`config.mk`:
```
export PLATFORM = sky130hd
export DESIGN_NAME = mem_wb_elastic
export DESIGN_NICKNAME = d
export VERILOG_FILES = /design/src/rtl/mem_wb_elastic.sv
export SDC_FILE = /design/constraint.sdc
export NUM_CORES = 1
export LEC_CHECK = 0
export CAP_MARGIN = 25
export CORE_ASPECT_RATIO = 1.25
export CORE_MARGIN = 4
export CORE_UTILIZATION = 48
export CTS_BUF_LIST = sky130_fd_sc_hd__clkbuf_2
export DETAILED_ROUTE_END_ITERATION = 12
export PLACE_DENSITY = 0.9
export SLEW_MARGIN = 20
export SYNTH_ARGS = -nofsm -noshare
export SYNTH_HDL_FRONTEND = slang
export SYNTH_SLANG_ARGS = --single-unit
```
`constraint.sdc`:
```
create_clock -name clk -period 1.72 [get_ports clk]
set_input_delay 0.172 -clock clk [delete_from_list [all_inputs] [get_ports clk]]
set_output_delay 0.172 -clock clk [all_outputs]
set_load 0.01 [all_outputs]
```
`src/rtl/mem_wb_elastic.sv`:
```
// MEM/WB pipeline boundary with valid/ready handshake and a 2-entry skid buffer.
// Adds a synchronous bubble-inserting flush and a saturating back-pressure counter.
module mem_wb_elastic #(
  parameter int unsigned             XLEN        = 32,
  parameter int unsigned             WA_W        = 5,
  parameter int unsigned             CTRL_W      = 3,
  parameter logic [CTRL_W-1:0]       BUBBLE_CTRL = '0,
  parameter int unsigned             CNT_W       = 16
) (
  input  logic              clk,
  input  logic              rst_n,
  input  logic              in_valid,
  output logic              in_ready,
  input  logic [CTRL_W-1:0] ctrl_in,
  input  logic [XLEN-1:0]   rd_in,
  input  logic [XLEN-1:0]   alu_result_in,
  input  logic [WA_W-1:0]   wa_in,
  input  logic [XLEN-1:0]   instr_in,
  output logic              out_valid,
  input  logic              out_ready,
  output logic [CTRL_W-1:0] ctrl_out,
  output logic [XLEN-1:0]   rd_out,
  output logic [XLEN-1:0]   alu_result_out,
  output logic [WA_W-1:0]   wa_out,
  output logic [XLEN-1:0]   instr_out,
  input  logic              flush,
  input  logic              clr_cnt,
  output logic [CNT_W-1:0]  stall_cnt
);

  localparam logic [1:0] ST_EMPTY = 2'd0;
  localparam logic [1:0] ST_ONE   = 2'd1;
  localparam logic [1:0] ST_FULL  = 2'd2;

  localparam int unsigned PW = CTRL_W + 3 * XLEN + WA_W;

  logic [1:0]        state_q, state_d;
  logic [PW-1:0]     head_q, head_d;
  logic [PW-1:0]     skid_q, skid_d;
  logic [CNT_W-1:0]  stall_cnt_q, stall_cnt_d;
  logic [PW-1:0]     in_pl;
  logic [CTRL_W-1:0] head_ctrl;
  logic              acc, deq, stall;

  assign in_pl = {ctrl_in, rd_in, alu_result_in, wa_in, instr_in};
  assign {head_ctrl, rd_out, alu_result_out, wa_out, instr_out} = head_q;

  // Handshake flags decode straight from the state flop: no input-to-output comb path.
  assign in_ready  = (state_q != ST_FULL);
  assign out_valid = (state_q != ST_EMPTY);
  assign ctrl_out  = out_valid ? head_ctrl : BUBBLE_CTRL;
  assign stall_cnt = stall_cnt_q;

  assign acc   = in_valid & in_ready;
  assign deq   = out_valid & out_ready;
  assign stall = out_valid & ~out_ready;

  always_comb begin
    state_d = state_q;
    head_d  = head_q;
    skid_d  = skid_q;
    if (flush) begin
      state_d = ST_EMPTY;
    end else begin
      case (state_q)
        ST_EMPTY: begin
          if (acc) begin
            state_d = ST_ONE;
            head_d  = in_pl;
          end
        end
        ST_ONE: begin
          if (acc && deq) begin
            head_d = in_pl;
          end else if (acc) begin
            skid_d  = in_pl;
            state_d = ST_FULL;
          end else if (deq) begin
            state_d = ST_EMPTY;
          end
        end
        ST_FULL: begin
          if (deq) begin
            head_d  = skid_q;
            state_d = ST_ONE;
          end
        end
        default: state_d = ST_EMPTY;
      endcase
    end
  end

  always_comb begin
    stall_cnt_d = stall_cnt_q;
    if (clr_cnt) begin
      stall_cnt_d = '0;
    end else if (stall && (stall_cnt_q != '1)) begin
      stall_cnt_d = stall_cnt_q + CNT_W'(1);
    end
  end

  always_ff @(posedge clk or negedge rst_n) begin
    if (!rst_n) begin
      state_q     <= ST_EMPTY;
      head_q      <= '0;
      skid_q      <= '0;
      stall_cnt_q <= '0;
    end else begin
      state_q     <= state_d;
      head_q      <= head_d;
      skid_q      <= skid_d;
      stall_cnt_q <= stall_cnt_d;
    end
  end

endmodule

```
* Word-level counts from Yosys, hierarchy flattened *
Cells that the tools add are included.

word-level totals
  flip-flop bits (word level) = 226
  input bits = 110
  output and inout port bits = 122

operators by class
  add/sub/neg operators = 1
  equal/unequal tests = 11
  mux-type cells = 14
  bitwise gates (word level) = 6
  reductions and logical operators = 9

operator list
  kind                                                 number
  2-to-1 mux 104 bit                                   3
  one-hot mux 104 bit (3 select lines)                 1
  2-to-1 mux 16 bit                                    2
  adder 16 x 1 -> 16 bit, second input constant        1
  != test 16 bit, second input constant                1
  2-to-1 mux 2 bit                                     6
  != test 3 bit, second input constant                 3
  != test 2 bit, second input constant                 4
  AND reduction 4 bit                                  2
  one-hot mux 2 bit (3 select lines)                   1
  AND reduction 5 bit                                  1
  != test 4 bit, second input constant                 1
  nonzero test 2 bit                                   2
  bitwise AND 1 bit                                    3
  2-to-1 mux 3 bit                                     1
  inverter 1 bit                                       3
  nonzero test 3 bit                                   1
  equality test 2 x 1 -> 1 bit, second input constant  1
  equality test 2 bit, second input constant           1
  logical AND 1 bit                                    2
  logical NOT 2 bit                                    1

* Longest topological paths before layout *
Gate-level depths: netlist of run 1.

  depth after elaboration = 7
  depth in mapped cells = 7
  mapped depth without buffers = 5

* Least setup slack after synthesis of run 1 *
Ideal clock, no wire load.

  kind = register to register
  start = register stall_cnt_q[0] (netlist: stall_cnt[0])
  end = register stall_cnt_q[14] (netlist: stall_cnt[14])
  library setup time = 128 ps
  arrival = 1729 ps
  required time = 1592 ps
  setup slack = -137 ps
  cell stages (with the launch flop) = 7
  buffers on the path = 1
  cells stage by stage = dfrtp_1 > ha_1 > nand4_1 > nand2b_1 > buf_2 > nor4b_1 > mux2_1

on the way
  cells in the longest elaborated chain, start to end = 3

RTL lines
  what                                                      RTL line  RTL
  from (decl)                                               40        logic [CNT_W-1:0] stall_cnt_q, stall_cnt_d;
  from (signal assigned)                                    112       stall_cnt_q <= stall_cnt_d;
  adder 16 x 1 -> 16 bit or != test 16 bit (tied branches)  98, 97
  2-to-1 mux 16 bit or logical AND 1 bit (tied branches)    97        end else if (stall && (stall_cnt_q != '1)) begin
  2-to-1 mux 16 bit or nonzero test 2 bit (tied branches)   -

Parallel ways exist; a longest one is shown, timed or not. The select of a mux whose other input is x is not followed.
A chain may end at the register's enable or synchronous reset.

* Worst setup path in the final report of run 1 *
  start = register state_q[1]
  end = register head_q[74]

on the way
  cells in the longest elaborated chain, start to end = 5

RTL lines
  what                                                 RTL line  RTL
  from (decl)                                          37        logic [1:0] state_q, state_d;
  from (signal assigned)                               109       state_q <= state_d;
  != test 2 bit or nonzero test 2 bit (tied branches)  49, 50
  bitwise AND 1 bit, on equally long branches          54, 55
  logical AND 1 bit                                    73        if (acc && deq) begin
  != test 2 bit (no line)                              -
  AND reduction 5 bit (no line)                        -
  to (signal assigned)                                 105       head_q <= '0;
  to (signal assigned)                                 110       head_q <= head_d;
  to (decl)                                            38        logic [PW-1:0] head_q, head_d;

Parallel ways exist; a longest one is shown, timed or not.

==> results_tabular.tex, run 1 <==
\begin{tabular}{lr}
\hline
Metric & Value \\
\hline
\multicolumn{2}{l}{\textbf{Clocking}} \\
CTS tree & built \\
Clock insertion delay at the later pin of the skew report & 800 ps \\
Register clock-pin slew on the reported worst setup and hold paths & 130 ps \\
Cell at the root of the clock tree & sky130\_fd\_sc\_hd\_\_clkbuf\_2 \\
Clock sink total & 226 \\
Clock Path Buffers & 3 \\
Count of H-tree levels built during CTS & 2 \\
CTS Buf Count & 55 \\
\multicolumn{2}{l}{\textbf{Power}} \\
Power share of the sequential group & 0.482 \\
Internal power & 0.0105 W \\
Leakage power of the design & 7.60 nW \\
Peak supply drop & 0.701 mV \\
Combinational cell fraction of total power & 0.279 \\
Pwr dens & 923 nW/um\^{}2 \\
Switching Fraction & 0.300 \\
Switching Power & 0.00450 W \\
Fraction of power consumed by the clock network & 0.240 \\
\multicolumn{2}{l}{\textbf{Final layout}} \\
Post-layout net count & 1292 \\
Total non-filler cell area in the finished layout & 16300 sq um \\
Finished Layout Cells & 1508 \\
Footprint of the multi-input gates & 4760 sq um \\
Filler cell count & 1329 \\
Final core utilization & 0.733 \\
Area growth from synthesis to layout & 50.0\% \\
Layout cells sized above 1 & 0.530 \\
Sequential cell area & 5660 sq um \\
\multicolumn{2}{l}{\textbf{Drt}} \\
Avg WL per Cell & 21.3 microns \\
Sum of routed wire length over all layers & 32200 microns \\
Routed via count divided by cell count & 5.21 \\
Post-route ant nets & 0 \\
Pre-antenna DRT Iters & 6 \\
Residual DRC & 0 \\
Routed via count & 7855 \\
Starting DRT DRC Count & 255 \\
\multicolumn{2}{l}{\textbf{Synth}} \\
Synthesis-stage register bit count & 226 \\
Most common flop cell mapped by yosys & sky130\_fd\_sc\_hd\_\_dfrtp\_1 \\
Syn Nets & 886 \\
Top cells by area, synth & sky130\_fd\_sc\_hd\_\_dfrtp\_1 (52\%), sky130\_fd\_sc\_hd\_\_mux2\_2 (26\%), sky130\_fd\_sc\_hd\_\_buf\_4 (7.1\%) \\
Sequential-to-total area share from yosys stat & 0.521 \\
Post-synth ARST share & 1.00 \\
Syn\_area\_per\_cell & 14.0 sq um \\
Share of the synthesized area in the top cell type & 0.521 \\
Mapped Cells & 775 \\
Number of flops mapped to enable cells by yosys & 0 \\
Top cell type by total area after synthesis & sky130\_fd\_sc\_hd\_\_dfrtp\_1 \\
Most common cell in the netlist & sky130\_fd\_sc\_hd\_\_mux2\_2 \\
Top cell types by occurrence after synthesis & sky130\_fd\_sc\_hd\_\_mux2\_2 (249), sky130\_fd\_sc\_hd\_\_dfrtp\_1 (226), sky130\_fd\_sc\_hd\_\_buf\_4 (102) \\
Synth Cell Area & 10800 sq um \\
Count of distinct cell types in the synthesized netlist & 39 \\
YS warnings & 0 \\
\multicolumn{2}{l}{\textbf{Worst setup path}} \\
Element type at the critical path end & register \\
Worst-path cell chain & buf\_6, mux2i\_2, nor2\_2, o21bai\_4, buf\_6, buf\_12, buf\_12, buf\_12, mux2\_4 \\
CP Launch Type & register \\
Endpoint arrival time on the critical path & 2710 ps \\
CP delay by family, top & buffers and inverters \\
Worst EP required & 2400 ps \\
Most prevalent standard cell on the critical path & sky130\_fd\_sc\_hd\_\_buf\_12 \\
Path type of the worst setup path & register to register \\
Maximum cell stage delay along the critical path & 440 ps \\
Worst Path Max Fanout & 7 \\
Cell type of the slowest stage on the worst timing path & sky130\_fd\_sc\_hd\_\_dfrtp\_1 \\
Number of buffer and inverter stages on the critical path & 5 \\
\multicolumn{2}{l}{\textbf{Status}} \\
Status & finished with violations \\
Failing checks & negative setup slack \\
\multicolumn{2}{l}{\textbf{STA}} \\
Clock Skew & 53.8 ps \\
Min Tclk post-route & 2030 ps \\
Final setup TNS & -27850 ps \\
Setup repair after global routing missed its margin & true \\
Transition time of the tightest slew-check pin & 484 ps \\
Crit path setup slack, layout & -313 ps \\
Post-route worst hold slack & 171 ps \\
Achievable frequency & 492 MHz \\
Slew margin rel. & 0.676 \\
Number of max-slew violations in the final report & 0 \\
Share of the cycle needed by the critical path after routing & 1.18 \\
Total setup violations reported at the end of the flow & 119 \\
Final count of hold timing violations & 0 \\
\multicolumn{2}{l}{\textbf{Floorplan}} \\
Floorplan Core Area & 22200 sq um \\
Overall die height & 176 microns \\
Site row count & 61 \\
Die width & 142 microns \\
\# IOs & 232 \\
Initial cell density of the core & 0.488 \\
Die area & 25100 sq um \\
\multicolumn{2}{l}{\textbf{Place}} \\
Final GP Congestion & 0.813 \\
Placement Cell Area & 13300 sq um \\
PortBufs & 231 \\
Number of instances in the placed design & 1209 \\
Estimated wirelength of the detail-placed design & 16600 microns \\
\multicolumn{2}{l}{\textbf{GRT}} \\
Overall global routing resource usage & 0.232 \\
Antenna violations before repair & 3 \\
Number of global-route vias before repair & 8874 \\
Largest net degree at the start of global routing & 46 \\
Global-route congestion overflow total & 0 \\
Wire length of the first global-routing pass & 46900 microns \\
\multicolumn{2}{l}{\textbf{Worst hold path}} \\
Classification of the worst-slack hold path & input port to register \\
\multicolumn{2}{l}{\textbf{Job}} \\
Number of maximum-capacitance violations & 0 \\
\hline
\end{tabular}
## logic make-up after synthesis
kind of cell / after synthesis / synth area share
AOI/OAI and AO/OA: 30 / 0.0190
adders and majority gates: 1 / 0.00115
buffers and inverters: 145 / 0.0967
DFF: 226 / 0.521
muxes: 316 / 0.329
and+or+nand+nor: 57 / 0.0328
## worst register-to-register path, cell delays in order, from the launching register on
cell and delay (ps):
sky130_fd_sc_hd__dfrtp_1 440, sky130_fd_sc_hd__buf_6 140, sky130_fd_sc_hd__mux2i_2 230, sky130_fd_sc_hd__nor2_2 90, sky130_fd_sc_hd__o21bai_4 190, sky130_fd_sc_hd__buf_6 140
sky130_fd_sc_hd__buf_12 130, sky130_fd_sc_hd__buf_12 130, sky130_fd_sc_hd__buf_12 130, sky130_fd_sc_hd__mux2_4 300
## metrics by stage
stage	worst slack, ps	power, W
floorplan	-40.4	0.00934
global placement	-237	0.0104
detailed placement	-299	0.0106
CTS	-331	0.0144
global route	-390	0.0158
finish	-313	0.0150
## power by group through the flow
| stage | registers (W) | clock network (W) | logic (W) |
|---|---|---|---|
| 2_1_floorplan | 0.00698 | 0 | 0.00235 |
| 3_3_place_gp | 0.00713 | 0 | 0.00331 |
| 3_5_place_dp | 0.00722 | 0 | 0.00343 |
| 4_1_cts | 0.00710 | 0.00363 | 0.00365 |
| 5_1_grt | 0.00734 | 0.00398 | 0.00445 |
| 6_report | 0.00723 | 0.00360 | 0.00419 |
## state kept, by name, summed over array words and instances (netlist names)
signal	flops
stall_cnt	16
skid_q	104
state_q	2
head_q	104
## layout make-up
class | instances | area share
multi-input combinational | 404 | 0.293
clock buffer | 77 | 0.0237
inverter | 4 | 0.00108
sequential | 226 | 0.348
timing repair buffer | 490 | 0.306
antenna | 4 | 0.000615
tap | 283 | 0.0218
clock inverter | 20 | 0.00646
## placed cells by master, fill, tap and decap left out, types with 10 or more instances in the layout
cell,count
sky130_fd_sc_hd__dfrtp_1,223
sky130_fd_sc_hd__mux2_2,170
sky130_fd_sc_hd__clkbuf_2,128
sky130_fd_sc_hd__mux2_4,110
sky130_fd_sc_hd__dlygate4sd3_1,108
sky130_fd_sc_hd__clkdlybuf4s50_1,108
sky130_fd_sc_hd__buf_4,71
sky130_fd_sc_hd__clkdlybuf4s15_1,36
sky130_fd_sc_hd__buf_6,35
sky130_fd_sc_hd__mux2_1,34
sky130_fd_sc_hd__buf_12,34
sky130_fd_sc_hd__buf_2,17
sky130_fd_sc_hd__clkinv_1,15
sky130_fd_sc_hd__buf_8,10
sky130_fd_sc_hd__clkdlybuf4s15_2,10
## final timing paths
path                       cells after the start       start            to  slack (ps)
hold reg to reg                                1  skid_q[98]    skid_q[98]         510
hold / removal                                 2     clr_cnt  stall_cnt[6]         170
setup reg to reg                               9  state_q[1]    head_q[74]        -310
setup / recovery                               9  state_q[1]    head_q[74]        -310
min in group asynchronous                      4       rst_n    skid_q[93]         530
max in group asynchronous                      4       rst_n    skid_q[37]         930
## layer usage
layer	wire length, microns	GRT usage
met1	11600	0.249
met4	1210	0.0872
met2	17400	0.433
met5	0	0
met3	1870	0.0591
## what timing repair did
| item | in CTS | in global routing |
|---|---|---|
| resized for setup | 319 | 254 |
| setup endpoints to repair | 220 | 292 |
| endpoints found under the hold margin | 332 | 0 |
| hold buffers | 109 | 0 |
| setup buffers | 47 | 35 |
| pin swaps | 14 | 13 |
| gates cloned | 6 | 5 |
Note: power is estimated with default switching activity, not from simulation.
==> run 2: changes to the inputs <==
- REMOVE_ABC_BUFFERS: not set -> 1
==> results_tabular.tex, run 2 (synthesized netlist as in run 1, its figures left out) <==
\begin{tabular}{lr}
\hline
Metric & Value \\
\hline
\multicolumn{2}{l}{\textbf{Floorplan}} \\
Floorplan Core Area & 22200 sq um (unchanged) \\
Site row count & 61 (unchanged) \\
Die area & 25100 sq um (unchanged) \\
Overall die height & 176 microns (unchanged) \\
\# IOs & 232 (unchanged) \\
Die width & 142 microns (unchanged) \\
Initial cell density of the core & 0.488 (unchanged) \\
\multicolumn{2}{l}{\textbf{Final layout}} \\
Filler cell count & 1352 (+1.7\%) \\
Commonest cells after routing, fill and taps aside & sky130\_fd\_sc\_hd\_\_mux2\_2 (249), sky130\_fd\_sc\_hd\_\_dfrtp\_1 (224), sky130\_fd\_sc\_hd\_\_clkdlybuf4s50\_1 (108) \\
Sequential cell area & 5660 sq um (about the same) \\
Finished Layout Cells & 1483 (-1.7\%) \\
Layout cells sized above 1 & 0.471 (-0.0587) \\
Post-layout net count & 1269 (-1.8\%) \\
Area growth from synthesis to layout & 44.2\% \\
Most common library cell in the layout ignoring fill and taps & sky130\_fd\_sc\_hd\_\_mux2\_2 \\
Footprint of the multi-input gates & 4390 sq um (-7.8\%) \\
\multicolumn{2}{l}{\textbf{Clocking}} \\
Clock Path Buffers & 3 (unchanged) \\
Register clock-pin slew on the reported worst setup and hold paths & 110 ps (-20 ps) \\
Clock sink total & 226 (unchanged) \\
Clock insertion delay at the later pin of the skew report & 830 ps (+30 ps) \\
Cell at the root of the clock tree & sky130\_fd\_sc\_hd\_\_clkbuf\_2 \\
Count of H-tree levels built during CTS & 2 (unchanged) \\
CTS tree & built \\
CTS Buf Count & 53 (-3.6\%) \\
\multicolumn{2}{l}{\textbf{Power}} \\
Peak supply drop & 0.668 mV (-4.8\%) \\
Leakage power of the design & 6.96 nW (-8.5\%) \\
Pwr dens & 925 nW/um\^{}2 (+0.20\%) \\
\multicolumn{2}{l}{\textbf{Drt}} \\
Sum of routed wire length over all layers & 32700 microns (+1.8\%) \\
Routed via count divided by cell count & 5.31 (+2.0\%) \\
Starting DRT DRC Count & 251 (-1.6\%) \\
Routed via count & 7882 (+0.34\%) \\
Residual DRC & 0 (unchanged) \\
Post-route ant nets & 0 (unchanged) \\
Pre-antenna DRT Iters & 4 (-2) \\
Avg WL per Cell & 22.1 microns (+3.5\%) \\
\multicolumn{2}{l}{\textbf{Place}} \\
PortBufs & 231 (unchanged) \\
Post-placement setup slack & -307 ps (-7.65 ps) \\
Number of instances in the placed design & 1222 (+1.1\%) \\
Final GP Congestion & 0.818 (+0.65\%) \\
Estimated wirelength of the detail-placed design & 17900 microns (+8.3\%) \\
\multicolumn{2}{l}{\textbf{Worst setup path}} \\
Endpoint arrival time on the critical path & 2870 ps (+160 ps) \\
Crit Reg-Reg Startpoint & state\_q[1] \\
Beginning of the critical path & state\_q[1] \\
Path type of the worst setup path & register to register \\
Element type at the critical path end & register \\
Worst EP required & 2360 ps (-40 ps) \\
CP Launch Type & register \\
Worst Path Max Fanout & 5 (-2) \\
\multicolumn{2}{l}{\textbf{GRT}} \\
Antenna violations before repair & 1 (-2) \\
Wire length of the first global-routing pass & 47400 microns (+1.2\%) \\
Layer carrying the most global-route usage & met2 \\
Met1 demand-to-capacity share in global routing & 0.263 (+0.0133) \\
Global-route congestion overflow total & 0 (unchanged) \\
Met3 layer usage reported by global route & 0.0452 (-0.0138) \\
Largest net degree at the start of global routing & 64 (+39\%) \\
Overall global routing resource usage & 0.238 (+0.00588) \\
Global routing met2 resource utilization & 0.444 (+0.0110) \\
Number of global-route vias before repair & 8859 (-0.17\%) \\
\multicolumn{2}{l}{\textbf{STA}} \\
Min Tclk post-route & 2240 ps (+202 ps) \\
Transition time of the tightest slew-check pin & 624 ps (+141 ps) \\
Crit path setup slack, layout & -516 ps (-202 ps) \\
Final count of hold timing violations & 0 (unchanged) \\
Total setup violations reported at the end of the flow & 208 (+75\%) \\
Clock Skew & 87.4 ps (+33.6 ps) \\
Share of the cycle needed by the critical path after routing & 1.30 (+0.117) \\
Setup repair after global routing missed its margin & true \\
Number of max-slew violations in the final report & 0 (unchanged) \\
Achievable frequency & 447 MHz (-9.0\%) \\
Slew margin rel. & 0.582 (-0.0940) \\
\multicolumn{2}{l}{\textbf{Status}} \\
Status & finished with violations \\
Failing checks & negative setup slack \\
\multicolumn{2}{l}{\textbf{Worst hold path}} \\
Worst Min Path Start & alu\_result\_in[15] \\
Classification of the worst-slack hold path & input port to register \\
\multicolumn{2}{l}{\textbf{Job}} \\
Number of maximum-capacitance violations & 0 (unchanged) \\
\hline
\end{tabular}
## run 2: path summary, 6_finish.rpt
path,end,depth (start not counted),slack (ps)
min reg2reg,head_q[99],1,510
min in group asynchronous,head_q[51],3,400
max in group asynchronous,skid_q[44],4,580
max,head_q[9],9,-520
max reg2reg,head_q[9],9,-520
min,skid_q[52],2,70
## run 2: area by class of cell
cell class | instances | share of cell area
multi-input cells | 404 | 0.281
inverters | 4 | 0.00112
clock inverters | 19 | 0.00648
clock buffers | 77 | 0.0246
repair buffers | 469 | 0.302
flip-flops and latches | 226 | 0.362
well taps | 283 | 0.0226
diodes | 1 | 0.000160
## run 2: routing by layer
metal	up-vias	share of wire
met5	-	0
met4	0	0.039
met3	97	0.051
met2	312	0.55
met1	3997	0.36
li1	3476	-
## run 2: timing repair
item                       4_1_cts  5_1_grt
gates resized for setup        252      126
gates cloned                     2        4
hold endpoints to repair       319        2
setup buffers                   34       29
hold buffers                    95        2
pin swaps                       15       18
setup endpoints to repair      241      310
## run 2: report_power, final
group	internal [W]	switching (W)	leakage [nW]	total (W)
combinational	0.00226	0.00144	3.84	0.00371
sequential	0.00650	0.000717	2.74	0.00722
clock	0.00135	0.00219	0.369	0.00354
## run 2: critical path, stage by stage, from the launching register on
cell	delay [ps]
sky130_fd_sc_hd__dfrtp_1	440
sky130_fd_sc_hd__buf_4	170
sky130_fd_sc_hd__mux2i_4	190
sky130_fd_sc_hd__nor2_4	250
sky130_fd_sc_hd__o21bai_4	150
sky130_fd_sc_hd__buf_4	160
sky130_fd_sc_hd__buf_12	120
sky130_fd_sc_hd__buf_16	130
sky130_fd_sc_hd__buf_4	140
sky130_fd_sc_hd__mux2_1	300
## run 2: stage by stage
stage	setup TNS, ps	utilization	hold slack (ps)	cell area (sq um)	total power, W
6_report	-49670	0.704	74.0	15600	0.0145
5_1_grt	-55380	0.704	-43.1	15600	0.0152
4_1_cts	-26260	0.681	1.70	15100	0.0142
3_5_place_dp	-44470	0.601	158	13400	0.0107
3_3_place_gp	-37990	0.601	163	13400	0.0105
2_1_floorplan	-715540	-	-124	9810	0.00867
==> run 3: changes to the inputs <==
- CORE_UTILIZATION: 48 -> 46
- CTS_BUF_LIST: sky130_fd_sc_hd__clkbuf_2 -> not set
- PLACE_DENSITY: 0.9 -> 0.87
==> results_tabular.tex, run 3 (synthesized netlist as in run 1, its figures left out) <==
\begin{tabular}{lr}
\hline
Metric & Value \\
\hline
\multicolumn{2}{l}{\textbf{Worst setup path}} \\
CP Launch Type & register \\
Worst-path cell chain & buf\_6, mux2i\_1, nor2\_1, o21bai\_4, buf\_12, mux2\_2 \\
Maximum cell stage delay along the critical path & 400 ps (-40 ps) \\
Endpoint arrival time on the critical path & 2190 ps (-680 ps) \\
Crit Reg-Reg Startpoint & state\_q[1] \\
Worst Path Max Fanout & 43 (+38) \\
Cell type of the slowest stage on the worst timing path & sky130\_fd\_sc\_hd\_\_dfrtp\_1 \\
Path type of the worst setup path & register to register \\
Critical register-to-register path endpoint & head\_q[78] \\
Length in cells of the worst reg-to-reg path & 6 (-3) \\
Number of buffer and inverter stages on the critical path & 2 (-3) \\
CP delay by family, top & multiplexers \\
Worst EP required & 2100 ps (-260 ps) \\
Setup slack, reg-to-reg & -100 ps (+420 ps) \\
Element type at the critical path end & register \\
\multicolumn{2}{l}{\textbf{Worst hold path}} \\
Classification of the worst-slack hold path & input port to async pin \\
\multicolumn{2}{l}{\textbf{STA}} \\
Setup repair after global routing missed its margin & true \\
Total setup violations reported at the end of the flow & 123 (-41\%) \\
Number of max-slew violations in the final report & 0 (unchanged) \\
Share of the cycle needed by the critical path after routing & 1.06 (-0.243) \\
Transition time of the tightest slew-check pin & 546 ps (-78.4 ps) \\
Min Tclk post-route & 1820 ps (-418 ps) \\
Crit path setup slack, layout & -97.2 ps (+418 ps) \\
Slew margin rel. & 0.636 (+0.0538) \\
Achievable frequency & 550 MHz (+23\%) \\
Clock Skew & 8.20 ps (-79.2 ps) \\
Final count of hold timing violations & 0 (unchanged) \\
\multicolumn{2}{l}{\textbf{Status}} \\
Status & finished with violations \\
Failing checks & negative setup slack \\
\multicolumn{2}{l}{\textbf{Final layout}} \\
Most common library cell in the layout ignoring fill and taps & sky130\_fd\_sc\_hd\_\_mux2\_2 \\
Layout cells sized above 1 & 0.411 (-0.0607) \\
Area growth from synthesis to layout & 32.5\% \\
Commonest cells after routing, fill and taps aside & sky130\_fd\_sc\_hd\_\_mux2\_2 (241), sky130\_fd\_sc\_hd\_\_dfrtp\_1 (225), sky130\_fd\_sc\_hd\_\_clkdlybuf4s50\_1 (223) \\
Post-layout net count & 1087 (-14\%) \\
Diodes inserted & 0 (-1) \\
Filler cell count & 1733 (+28\%) \\
\multicolumn{2}{l}{\textbf{Place}} \\
PortBufs & 231 (unchanged) \\
Post-placement setup slack & -257 ps (+50.3 ps) \\
Estimated wirelength of the detail-placed design & 17200 microns (-4.4\%) \\
Final GP Congestion & 0.858 (+5.0\%) \\
\multicolumn{2}{l}{\textbf{GRT}} \\
Number of global-route vias before repair & 7364 (-17\%) \\
Largest net degree at the start of global routing & 65 (+1.6\%) \\
Wire length of the first global-routing pass & 39400 microns (-17\%) \\
Antenna violations before repair & 0 (-1) \\
Overall global routing resource usage & 0.181 (-0.0570) \\
Global-route congestion overflow total & 0 (unchanged) \\
\multicolumn{2}{l}{\textbf{Drt}} \\
Starting DRT DRC Count & 187 (-25\%) \\
Routed via count & 6617 (-16\%) \\
Sum of routed wire length over all layers & 24600 microns (-25\%) \\
Avg WL per Cell & 19.2 microns (-13\%) \\
Pre-antenna DRT Iters & 4 (unchanged) \\
Residual DRC & 0 (unchanged) \\
Routed via count divided by cell count & 5.18 (-2.5\%) \\
Post-route ant nets & 0 (unchanged) \\
\multicolumn{2}{l}{\textbf{Clocking}} \\
Count of H-tree levels built during CTS & 1 (-1) \\
CTS Buf Count & 23 (-57\%) \\
Clock Path Buffers & 3 (unchanged) \\
Register clock-pin slew on the reported worst setup and hold paths & 60 ps (-50 ps) \\
Clock sink total & 226 (unchanged) \\
CTS tree & built \\
Clock insertion delay at the later pin of the skew report & 500 ps (-330 ps) \\
Cell at the root of the clock tree & sky130\_fd\_sc\_hd\_\_clkbuf\_16 \\
\multicolumn{2}{l}{\textbf{Floorplan}} \\
\# IOs & 232 (unchanged) \\
Initial cell density of the core & 0.469 (-0.0192) \\
Die area & 26100 sq um (+4.1\%) \\
Die width & 145 microns (+2.0\%) \\
Site row count & 62 (+1.6\%) \\
Floorplan Core Area & 23100 sq um (+4.1\%) \\
Overall die height & 180 microns (+2.1\%) \\
\multicolumn{2}{l}{\textbf{Job}} \\
Number of maximum-capacitance violations & 0 (unchanged) \\
\multicolumn{2}{l}{\textbf{Power}} \\
Leakage power of the design & 6.13 nW (-12\%) \\
Pwr dens & 1080 nW/um\^{}2 (+17\%) \\
Peak supply drop & 1.07 mV (+59\%) \\
Power Total & 0.0155 W (+7.4\%) \\
\hline
\end{tabular}
## run 3: stage by stage
| stage | std cells | TNS, ps | hold WS [ps] | util | instance area [sq um] |
|---|---|---|---|---|---|
| floorplan | 634 | -715540 | -124 | - | 9810 |
| global placement | 1223 | -36250 | 151 | 0.576 | 13300 |
| detailed placement | 1223 | -36970 | 161 | 0.576 | 13300 |
| CTS | 1272 | -7940 | 226 | 0.615 | 14200 |
| global route | 1277 | -23840 | 255 | 0.621 | 14400 |
| finish | 1277 | -6290 | 216 | 0.621 | 14400 |
## run 3: cell type report
cell class / count / area, sq um / share of cell area
repair buffers: 317 / 3300 / 0.230
flip-flops and latches: 226 / 5660 / 0.394
inverters: 4 / 17.5 / 0.00122
clock inverters: 6 / 80.1 / 0.00557
well taps: 288 / 360 / 0.0251
clock buffers: 32 / 659 / 0.0459
multi-input cells: 404 / 4290 / 0.299
## run 3: how the worst max path moves through the flow
stage | startpoint | endpoint | slack, ps | cells after the start
after floorplan | state_q[1] | head_q[103] | -4440 | 3
after global placement | in_valid | head_q[75] | -230 | 6
after detailed placement | in_valid | head_q[25] | -260 | 7
after CTS | state_q[1] | head_q[40] | -90 | 6
after global routing | state_q[1] | head_q[78] | -190 | 6
final | state_q[1] | head_q[78] | -100 | 6
## run 3: power breakdown
group / internal [W] / leakage [nW] / switching, W
sequential: 0.00652 / 2.75 / 0.000629
clock: 0.00295 / 0.368 / 0.00197
combinational: 0.00224 / 3.01 / 0.00123
total: 0.0117 / 6.13 / 0.00383
## run 3: metal layers
layer  wire length, microns  GRT usage  vias to the layer above
li1                       -          -                     3046
met4                    752     0.0582                        0
met5                      0          0                        -
met3                   1440     0.0411                       43
met1                   9470      0.213                     3335
met2                  12900      0.328                      193
## run 3: repair_timing
| action | 4_1_cts | 5_1_grt |
|---|---|---|
| hold buffers | 1 | 0 |
| cloned | 0 | 3 |
| resized for setup | 38 | 24 |
| buffers inserted | 10 | 2 |
| pin swaps | 2 | 7 |
| endpoints found under the hold margin | 52 | 0 |
| setup endpoints to repair | 108 | 237 |
